--- src/rtl/sort_accel_param.sv ---
// In-place bubble-sort engine: CPU slave for CSRs, SDRAM master with one read per compare step.
// Master strobes are held until waitrequest drops; CSR writes to 0-2 stall while a sort runs.
module sort_accel_param #(
    parameter int DATA_W = 32,
    parameter int LEN_W  = 16,
    parameter int STRIDE = 4
) (
    input  logic        clk,
    input  logic        rst_n,
    output logic        slave_waitrequest,
    input  logic [2:0]  slave_address,
    input  logic        slave_read,
    output logic [31:0] slave_readdata,
    input  logic        slave_write,
    input  logic [31:0] slave_writedata,
    input  logic        master_waitrequest,
    output logic [31:0] master_address,
    output logic        master_read,
    input  logic [31:0] master_readdata,
    input  logic        master_readdatavalid,
    output logic        master_write,
    output logic [31:0] master_writedata,
    output logic        irq
);

    typedef enum logic [3:0] {
        IDLE,
        RD_A,
        WAIT_A,
        RD_B,
        WAIT_B,
        CMP,
        WR_A,
        WR_B,
        NEXT,
        DONE
    } state_t;

    state_t             state_q, state_d;
    logic [31:0]        base_q, base_d;
    logic [LEN_W-1:0]   len_q, len_d;
    logic               desc_q, desc_d;
    logic               sgn_q, sgn_d;
    logic               irq_en_q, irq_en_d;
    logic [31:0]        swaps_q, swaps_d;
    logic [31:0]        passes_q, passes_d;
    logic               done_q, done_d;
    logic [LEN_W-1:0]   idx_q, idx_d;
    logic [LEN_W-1:0]   limit_q, limit_d;
    logic               swapped_q, swapped_d;
    logic [31:0]        a_q, a_d;
    logic [31:0]        b_q, b_d;

    logic               busy;
    logic               wr_acc;
    logic               start;
    logic [LEN_W-1:0]   idx_inc;
    logic [31:0]        addr_a;
    logic [31:0]        addr_b;
    logic [DATA_W-1:0]  a_key;
    logic [DATA_W-1:0]  b_key;
    logic               a_gt_b;
    logic               a_lt_b;
    logic               do_swap;

    assign busy    = (state_q != IDLE);
    assign slave_waitrequest = slave_write && (slave_address <= 3'd2) && busy;
    assign wr_acc  = slave_write && !slave_waitrequest;
    assign start   = wr_acc && (slave_address == 3'd0) && slave_writedata[0];
    assign idx_inc = idx_q + LEN_W'(1);
    assign addr_a  = base_q + 32'(idx_q) * 32'(STRIDE);
    assign addr_b  = base_q + 32'(idx_inc) * 32'(STRIDE);
    assign irq     = done_q & irq_en_q;

    // Only the low DATA_W bits take part in the compare; upper bits ride along untouched.
    assign a_key = a_q[DATA_W-1:0];
    assign b_key = b_q[DATA_W-1:0];

    always_comb begin
        a_gt_b = 1'b0;
        a_lt_b = 1'b0;
        if (sgn_q) begin
            a_gt_b = $signed(a_key) > $signed(b_key);
            a_lt_b = $signed(a_key) < $signed(b_key);
        end else begin
            a_gt_b = a_key > b_key;
            a_lt_b = a_key < b_key;
        end
    end

    assign do_swap = desc_q ? a_lt_b : a_gt_b;

    always_comb begin
        slave_readdata = '0;
        if (slave_read) begin
            case (slave_address)
                3'd1:    slave_readdata = base_q;
                3'd2:    slave_readdata = 32'(len_q);
                3'd3:    slave_readdata = {30'd0, done_q, busy};
                3'd4:    slave_readdata = swaps_q;
                3'd5:    slave_readdata = passes_q;
                default: slave_readdata = '0;
            endcase
        end
    end

    always_comb begin
        master_read      = 1'b0;
        master_write     = 1'b0;
        master_address   = '0;
        master_writedata = '0;
        case (state_q)
            RD_A: begin
                master_read    = 1'b1;
                master_address = addr_a;
            end
            RD_B: begin
                master_read    = 1'b1;
                master_address = addr_b;
            end
            WR_A: begin
                master_write     = 1'b1;
                master_address   = addr_a;
                master_writedata = b_q;
            end
            WR_B: begin
                master_write     = 1'b1;
                master_address   = addr_b;
                master_writedata = a_q;
            end
            default: ;
        endcase
    end

    always_comb begin
        state_d   = state_q;
        base_d    = base_q;
        len_d     = len_q;
        desc_d    = desc_q;
        sgn_d     = sgn_q;
        irq_en_d  = irq_en_q;
        swaps_d   = swaps_q;
        passes_d  = passes_q;
        done_d    = done_q;
        idx_d     = idx_q;
        limit_d   = limit_q;
        swapped_d = swapped_q;
        a_d       = a_q;
        b_d       = b_q;

        if (wr_acc) begin
            case (slave_address)
                3'd0: begin
                    desc_d   = slave_writedata[1];
                    sgn_d    = slave_writedata[2];
                    irq_en_d = slave_writedata[3];
                end
                3'd1:    base_d = slave_writedata;
                3'd2:    len_d  = slave_writedata[LEN_W-1:0];
                3'd3:    done_d = 1'b0;
                default: ;
            endcase
        end

        case (state_q)
            IDLE: begin
                if (start) begin
                    swaps_d   = '0;
                    passes_d  = '0;
                    done_d    = 1'b0;
                    limit_d   = len_q - LEN_W'(1);
                    idx_d     = '0;
                    swapped_d = 1'b0;
                    state_d   = (len_q < LEN_W'(2)) ? DONE : RD_A;
                end
            end
            RD_A: if (!master_waitrequest) state_d = WAIT_A;
            WAIT_A: begin
                if (master_readdatavalid) begin
                    a_d     = master_readdata;
                    state_d = RD_B;
                end
            end
            RD_B: if (!master_waitrequest) state_d = WAIT_B;
            WAIT_B: begin
                if (master_readdatavalid) begin
                    b_d     = master_readdata;
                    state_d = CMP;
                end
            end
            CMP: begin
                if (do_swap) begin
                    swaps_d   = swaps_q + 32'd1;
                    swapped_d = 1'b1;
                    state_d   = WR_A;
                end else begin
                    // b stays at i+1, so it becomes the next step's left operand.
                    a_d     = b_q;
                    state_d = NEXT;
                end
            end
            WR_A: if (!master_waitrequest) state_d = WR_B;
            WR_B: if (!master_waitrequest) state_d = NEXT;
            NEXT: begin
                if (idx_inc == limit_q) begin
                    passes_d = passes_q + 32'd1;
                    if (!swapped_q || (limit_q == LEN_W'(1))) begin
                        state_d = DONE;
                    end else begin
                        limit_d   = limit_q - LEN_W'(1);
                        idx_d     = '0;
                        swapped_d = 1'b0;
                        state_d   = RD_A;
                    end
                end else begin
                    idx_d   = idx_inc;
                    state_d = RD_B;
                end
            end
            DONE: begin
                done_d  = 1'b1;
                state_d = IDLE;
            end
            default: state_d = IDLE;
        endcase
    end

    always_ff @(posedge clk or negedge rst_n) begin
        if (!rst_n) begin
            state_q   <= IDLE;
            base_q    <= '0;
            len_q     <= '0;
            desc_q    <= 1'b0;
            sgn_q     <= 1'b0;
            irq_en_q  <= 1'b0;
            swaps_q   <= '0;
            passes_q  <= '0;
            done_q    <= 1'b0;
            idx_q     <= '0;
            limit_q   <= '0;
            swapped_q <= 1'b0;
            a_q       <= '0;
            b_q       <= '0;
        end else begin
            state_q   <= state_d;
            base_q    <= base_d;
            len_q     <= len_d;
            desc_q    <= desc_d;
            sgn_q     <= sgn_d;
            irq_en_q  <= irq_en_d;
            swaps_q   <= swaps_d;
            passes_q  <= passes_d;
            done_q    <= done_d;
            idx_q     <= idx_d;
            limit_q   <= limit_d;
            swapped_q <= swapped_d;
            a_q       <= a_d;
            b_q       <= b_d;
        end
    end

endmodule

--- config.mk ---
export PLATFORM = sky130hd
export DESIGN_NAME = sort_accel_param
export DESIGN_NICKNAME = d
export VERILOG_FILES = /design/src/rtl/sort_accel_param.sv
export SDC_FILE = /design/constraint.sdc
export NUM_CORES = 1
export LEC_CHECK = 0
export CAP_MARGIN = 20
export CELL_PAD_IN_SITES_DETAIL_PLACEMENT = 0
export CELL_PAD_IN_SITES_GLOBAL_PLACEMENT = 1
export CORE_ASPECT_RATIO = 0.9
export CORE_MARGIN = 2
export CORE_UTILIZATION = 40
export CTS_BUF_LIST = sky130_fd_sc_hd__clkbuf_8
export DETAILED_ROUTE_END_ITERATION = 8
export MAX_ROUTING_LAYER = met4
export PLACE_DENSITY = 0.89
export RECOVER_POWER = 100
export SLEW_MARGIN = 20
export SYNTH_ARGS = -nofsm -noshare
export SYNTH_HDL_FRONTEND = slang
export SYNTH_SLANG_ARGS = --single-unit
--- constraint.sdc ---
create_clock -name clk -period 4.9 [get_ports clk]
set_input_delay 0.735 -clock clk [delete_from_list [all_inputs] [get_ports clk]]
set_output_delay 0.735 -clock clk [all_outputs]
set_load 0.02 [all_outputs]
==> impl_metrics.yaml, run 1 <==
synth:
  synth_edf_count: 0
  synth_top_area_share: 0.373
  yosysWarnings: 0
  synth.area.top_cells: "dfrtp_1 (37%), mux2_2 (6.6%), ha_1 (4.7%), nor2_1 (4.5%), xnor2_1 (3.4%)"
  mappedNetlistArea_um2: 14500
  ys_ff_latch: 217
  yosysTopAreaCell: "dfrtp_1"
  netlist_instances: 1617
  ys_async_sr_fraction: 1.00
  seq_area_frac_synth: 0.373
  syn_avg_cell_area_um2: 8.99
  synth_fp_nets: 1746
  ys_types: 79
  ys.flop_type: "dfrtp_1"
sta:
  report.final.setup_viol: 0
  fin_crit_sh: 0.979
  hold_ws_ps: 502
  fmaxAchievable_mhz: 208
  fin_ws_ps: 101
  setup_tns_ps: 0
  rsz0062_at_grt: "yes"
  worst_pin_slew_ps: 3520
  clock_skew_ps: 19.6
  fin_crit_ps: 4800
  slew_headroom: -1.35
  hold_viol: 0
  drv_slew: 169
job:
  cap_violations: 4
critical_path:
  criticalPathCategory: "register to primary output"
  endpoint_kind: "primary output"
  cp_data_arrival_time_ps: 4060
  worstPathMaxFanout: 8
  startpoint_type: "register"
  cp.required_ps: 4160
floorplanning:
  io_pins: 173
  fp.dieH_um: 185
  fp-row-count: 66
  fp.coreArea_um2: 36000
  die_area_um2: 37900
  initial_core_util: 0.404
  die_w_um: 205
clock_tree:
  cts.clk_slew.worst_paths_ps: 60
  cts_hold_buf: 0
  cts_tree: "yes"
  h-tree-depth: 2
  clkLatencyLatePin_ps: 570
  cts_buffers: 43
  clock-sinks: 217
  clock_path_buffers: 3
  cts-root-buf: "clkbuf_8"
placed_design:
  place_ws_ps: 18.8
  place_hpwl_um: 32000
  io_buffers: 172
  globalplace.congestion: 0.913
  place_inst: 2207
global_routing:
  grt_pass1_vias: 12600
  gr-total-overflow: 0
  grt_pass1_wl_um: 70600
  grt_antenna_before_repair: 4
  grt.total_usage: 0.243
  grt_max_degree: 104
drt:
  dr.pass1.iters: 5
  routed_wirelength_um: 45200
  drc: 0
  ant_nets: 0
  wl_per_cell_um: 19.7
  vias: 13300
  viasPerCell: 5.79
  drt_iter0_markers: 1096
cells_and_area:
  utilization: 0.495
  nets: 1915
  finalNonFillerCells: 2291
  n_fill_cell: 3416
  drive_gt1_frac: 0.173
  area_growth_pct: 22.5
outcome:
  outcome: "complete, but fails checks"
  violations: "max-capacitance violations, max-slew violations"
pwr:
  power_density_nw_per_um2: 560
  ir_drop_mv: 0.249
  p_leak_nw: 7.32
min_path:
  worstHoldPathType: "register to register"
logic make-up (layout without fill, tap and decap cells):
family          after synthesis  count (layout)  synth area share
compound gates              366             366             0.178
xor+xnor                     88              88            0.0530
fa+ha+maj                    56              56            0.0487
buf+inv                     185             379            0.0509
flops                       217             217             0.373
mux                         129             129            0.0961
other cells                   0               4                 0
simple gates                576             576             0.200
critical path: stages (launching register included):
cell and delay (ps):
dfrtp_1 360, buf_4 160, nand4_1 170, or3_4 430, nor2_1 120, xor2_1 200, ha_2 340, or2_2 290
a21oi_2 210, o31ai_4 110, o41ai_2 220, buf_4 220, and3b_1 190, xnor2_1 120, nor2_1 90, clkdlybuf4s15_2 260
routing by layer:
metal,routed length [µm],track usage,vias to the layer above,part of all wire
met3,2960,0.0385,84,0.065
met5,0,-,-,0
met1,20600,0.339,6535,0.46
met4,1450,0.0878,0,0.032
li1,-,-,6225,-
met2,20200,0.358,422,0.45
per-stage QoR:
stage               instance area, µm²  total power, mW
floorplan                        14500             6.46
global placement                 16800             7.98
detailed placement               16800             8.10
CTS                              17700             9.97
global route                     17800             10.7
finish                           17800             9.98
registers in the layout, summed over array words and instances, names as in the netlist:
name	flops
sgn_q	1
done_q	1
b_key	32
idx_q	16
state_q	4
limit_q	16
irq_en_q	1
swaps_q	32
a_key	32
passes_q	32
swapped_q	1
desc_q	1
len_q	16
base_q	32
cell usage after synthesis (11+ instances only):
master,n
inv_1,80
a21oi_1,78
and3_1,12
a22oi_1,16
buf_1,11
and2_1,11
xnor2_1,56
nand2_1,93
nand3_1,85
clkbuf_1,73
nand4_1,33
nand2b_1,19
o22a_1,18
a22o_1,39
or3_1,29
o21ai_0,80
or4_1,13
nor4_1,13
o221a_2,32
nor2_1,175
mux2i_1,44
xor2_1,32
dfrtp_1,217
mux2_2,85
buf_2,15
nor3_1,45
nor2b_1,12
a31oi_1,15
ha_1,55
cells in the final DEF (no fill, tap or decap), types with 11 or more instances in the layout:
cell,netlist,routed
clkdlybuf4s50_1,0,151
nand2b_1,19,19
ha_1,55,50
nor3_1,45,42
o21ai_0,80,76
or4_1,13,13
or3_1,29,28
and3_1,12,12
a21oi_1,78,75
dfrtp_1,217,216
a31oi_1,15,14
inv_1,80,88
a22oi_1,16,16
nand3_1,85,84
o221a_2,32,32
o22a_1,18,18
a22o_1,39,39
xor2_1,32,32
nor2_1,175,170
and2_1,11,11
clkbuf_8,0,52
nand2_1,93,92
nand4_1,33,33
mux2_2,85,85
mux2i_1,44,41
nor4_1,13,12
xnor2_1,56,55
buf_4,3,51
repair_timing:
action / in CTS / in global routing
endpoints found under the setup margin: 17 / 19
resized for setup: 39 / 43
gates cloned: 1 / 0
pin swaps: 6 / 6
hold endpoints to repair: 0 / 0
setup buffers: 5 / 4
final timing paths:
kind                               start            endpoint  slack, ps  depth (start not counted)
worst max-delay path            idx_q[0]  master_address[29]        100                         15
worst min-delay path            irq_en_q            irq_en_q        500                          1
worst max register to register  idx_q[0]        passes_q[30]       1080                         12
worst min register to register  irq_en_q            irq_en_q        500                          1
max in group asynchronous          rst_n           b_key[14]        770                          2
min in group asynchronous          rst_n          base_q[31]       1570                          1
final cells by class:
| type | count | area (µm²) | share of cell area |
|---|---|---|---|
| Multi-Input combinational cell | 1215 | 8560 | 0.480 |
| Clock inverter | 18 | 88.8 | 0.00499 |
| Timing Repair Buffer | 229 | 2110 | 0.119 |
| Tap cell | 476 | 596 | 0.0334 |
| Antenna cell | 4 | 10.0 | 0.000562 |
| Inverter | 80 | 300 | 0.0169 |
| Clock buffer | 52 | 716 | 0.0402 |
| Sequential cell | 217 | 5430 | 0.305 |
power by group:
| group | internal [mW] | total, mW | switching [mW] |
|---|---|---|---|
| clock | 0.955 | 1.79 | 0.831 |
| sequential | 2.57 | 3.62 | 1.05 |
| combinational | 2.10 | 4.57 | 2.47 |
No activity file was read; power rests on OpenSTA's default activity.
==> inputs of run 2 (changes only) <==
--- a/config.mk
+++ b/config.mk
@@ -10,11 +10,12 @@
 export CELL_PAD_IN_SITES_GLOBAL_PLACEMENT = 1
 export CORE_ASPECT_RATIO = 0.9
 export CORE_MARGIN = 2
-export CORE_UTILIZATION = 40
+export CORE_UTILIZATION = 46
 export CTS_BUF_LIST = sky130_fd_sc_hd__clkbuf_8
 export DETAILED_ROUTE_END_ITERATION = 8
+export DONT_BUFFER_PORTS = 1
 export MAX_ROUTING_LAYER = met4
-export PLACE_DENSITY = 0.89
+export PLACE_DENSITY = 0.9
 export RECOVER_POWER = 100
 export SLEW_MARGIN = 20
 export SYNTH_ARGS = -nofsm -noshare
==> impl_metrics.yaml, run 2 (synthesis results as in run 1) <==
outcome:
  outcome: "complete, but fails checks"
  violations: "negative hold slack, max-capacitance violations, max-slew violations"
critical_path:
  startpoint_type: "register"
  cp_data_arrival_time_ps: 3970
  worstPathMaxFanout: 8
  criticalPathCategory: "register to primary output"
  cp.required_ps: 4160
  slowest_stage: "mux2_2"
  cpMostUsedCell: "buf_4"
  endpoint_kind: "primary output"
  crit_chain: "nor2b_2 -> nand2_2 -> mux2_2 -> ha_1 -> a211oi_1 -> o21ai_1 -> a211oi_2 -> o31ai_2 -> o41ai_2 -> buf_4 -> and3b_1 -> xnor2_1 -> nor2_1 -> buf_4"
  cp_slowest_stage_delay_ps: 390
pwr:
  p_comb_frac: 0.438
  power_frac_seq: 0.378
  cell_internal_pwr_mw: 5.39
  clkPwrFrac: 0.183
  ir_drop_mv: 0.389
  p_switching_mw: 4.17
  p_leak_nw: 6.62
  power_density_nw_per_um2: 599
  netSwitchingFraction: 0.436
sta:
  rsz0062_at_grt: "yes"
  report.final.setup_viol: 0
  fin_crit_ps: 4710
  hold_ws_ps: -126
  slew_headroom: -0.243
  worst_pin_slew_ps: 1860
  clock_skew_ps: 39.8
  fin_crit_sh: 0.961
  drv_slew: 100
  fin_ws_ps: 192
  hold_viol: 217
  fmaxAchievable_mhz: 212
  setup_tns_ps: 0
clock_tree:
  clock-sinks: 217
  clock_path_buffers: 3
  cts_tree: "yes"
  cts_buffers: 40
  h-tree-depth: 2
  cts-root-buf: "clkbuf_8"
  clkLatencyLatePin_ps: 580
  cts.clk_slew.worst_paths_ps: 60
cells_and_area:
  final_common_cell: "dfrtp_1"
  drive_gt1_frac: 0.173
  finalNonFillerCells: 2051
  final_area_um2: 16000
  n_fill_cell: 2910
  nets: 1743
  final_cell_mix: "dfrtp_1 (211), nor2_1 (171), nand2_1 (92)"
  area_growth_pct: 9.69
placed_design:
  place_hpwl_um: 30000
  globalplace.congestion: 0.935
  place_ws_ps: 257
  placed_area_um2: 15000
  io_buffers: 0
  place_inst: 1967
drt:
  dr.pass1.iters: 5
  drc: 0
  ant_nets: 0
  vias: 12500
  routed_wirelength_um: 42500
  viasPerCell: 6.10
  wl_per_cell_um: 20.7
  drt_iter0_markers: 986
floorplanning:
  die_area_um2: 33100
  die_w_um: 191
  io_pins: 173
  initial_core_util: 0.469
  fp.dieH_um: 173
  fp-row-count: 61
  fp.coreArea_um2: 31000
global_routing:
  grt_antenna_before_repair: 1
  grt_max_degree: 218
  gr-total-overflow: 0
  grt_pass1_vias: 12000
  grt_pass1_wl_um: 66900
  grt.total_usage: 0.261
min_path:
  worstHoldPathType: "input pin to async pin"
job:
  cap_violations: 3
[run 2: path summary, 6_finish.rpt]
path / start / to / slack [ps] / depth (start not counted)
max: state_q[1] / master_address[29] / 190 / 14
min: rst_n / idx_q[11] / -130 / 0
max reg2reg: state_q[0] / passes_q[7] / 440 / 7
min reg2reg: swapped_q / swapped_q / 500 / 1
max in group asynchronous: rst_n / idx_q[6] / 4730 / 0
min in group clk: slave_writedata[1] / len_q[1] / 310 / 1
[run 2: per-stage QoR]
step	power, mW	util
2_1_floorplan	6.46	-
3_3_place_gp	7.53	0.484
3_5_place_dp	7.66	0.484
4_1_cts	9.53	0.513
5_1_grt	10.3	0.515
6_report	9.56	0.515
[run 2: what timing repair did]
item                                    in CTS  in global routing
pin swaps                                    3                  6
buffers inserted                             5                  9
hold endpoints to repair                   217                217
endpoints found under the setup margin      14                 14
resized for setup                           14                 16
[run 2: routing by layer]
metal	part of all wire	GRT usage	wire length [µm]	vias to the layer above
met3	0.090	0.0676	3820	89
met1	0.43	0.355	18400	6095
li1	-	-	-	5871
met5	0	-	0	-
met4	0.036	0.0910	1520	0
met2	0.44	0.376	18800	453
[run 2: power by group through the flow]
stage | Combinational, mW | Clock [mW] | Sequential, mW
final | 4.19 | 1.75 | 3.62
after global routing | 4.66 | 1.87 | 3.74
after CTS | 4.14 | 1.80 | 3.59
after detailed placement | 4.06 | 0 | 3.61
after global placement | 3.97 | 0 | 3.55
after floorplan | 3.27 | 0 | 3.18
[run 2: cell type report]
cell class / instances / area (µm²) / area share
Antenna cell: 4 / 10.0 / 0.000628
Multi-Input combinational cell: 1215 / 8490 / 0.532
Tap cell: 409 / 512 / 0.0321
Clock buffer: 49 / 674 / 0.0423
Clock inverter: 17 / 116 / 0.00730
Inverter: 80 / 300 / 0.0188
Sequential cell: 217 / 5440 / 0.341
Timing Repair Buffer: 60 / 410 / 0.0257
[run 2: critical path: cells and delay by family (launching register included)]
family                   cells  cell delay [ps]
XOR/XNOR                     1              130
AO/OA/AOI/OAI                5             1260
AND/OR/NAND/NOR              4              540
flip-flops                   1              370
adder cells (fa/ha/maj)      1              300
buffers and inverters        2              380
multiplexers                 1              390
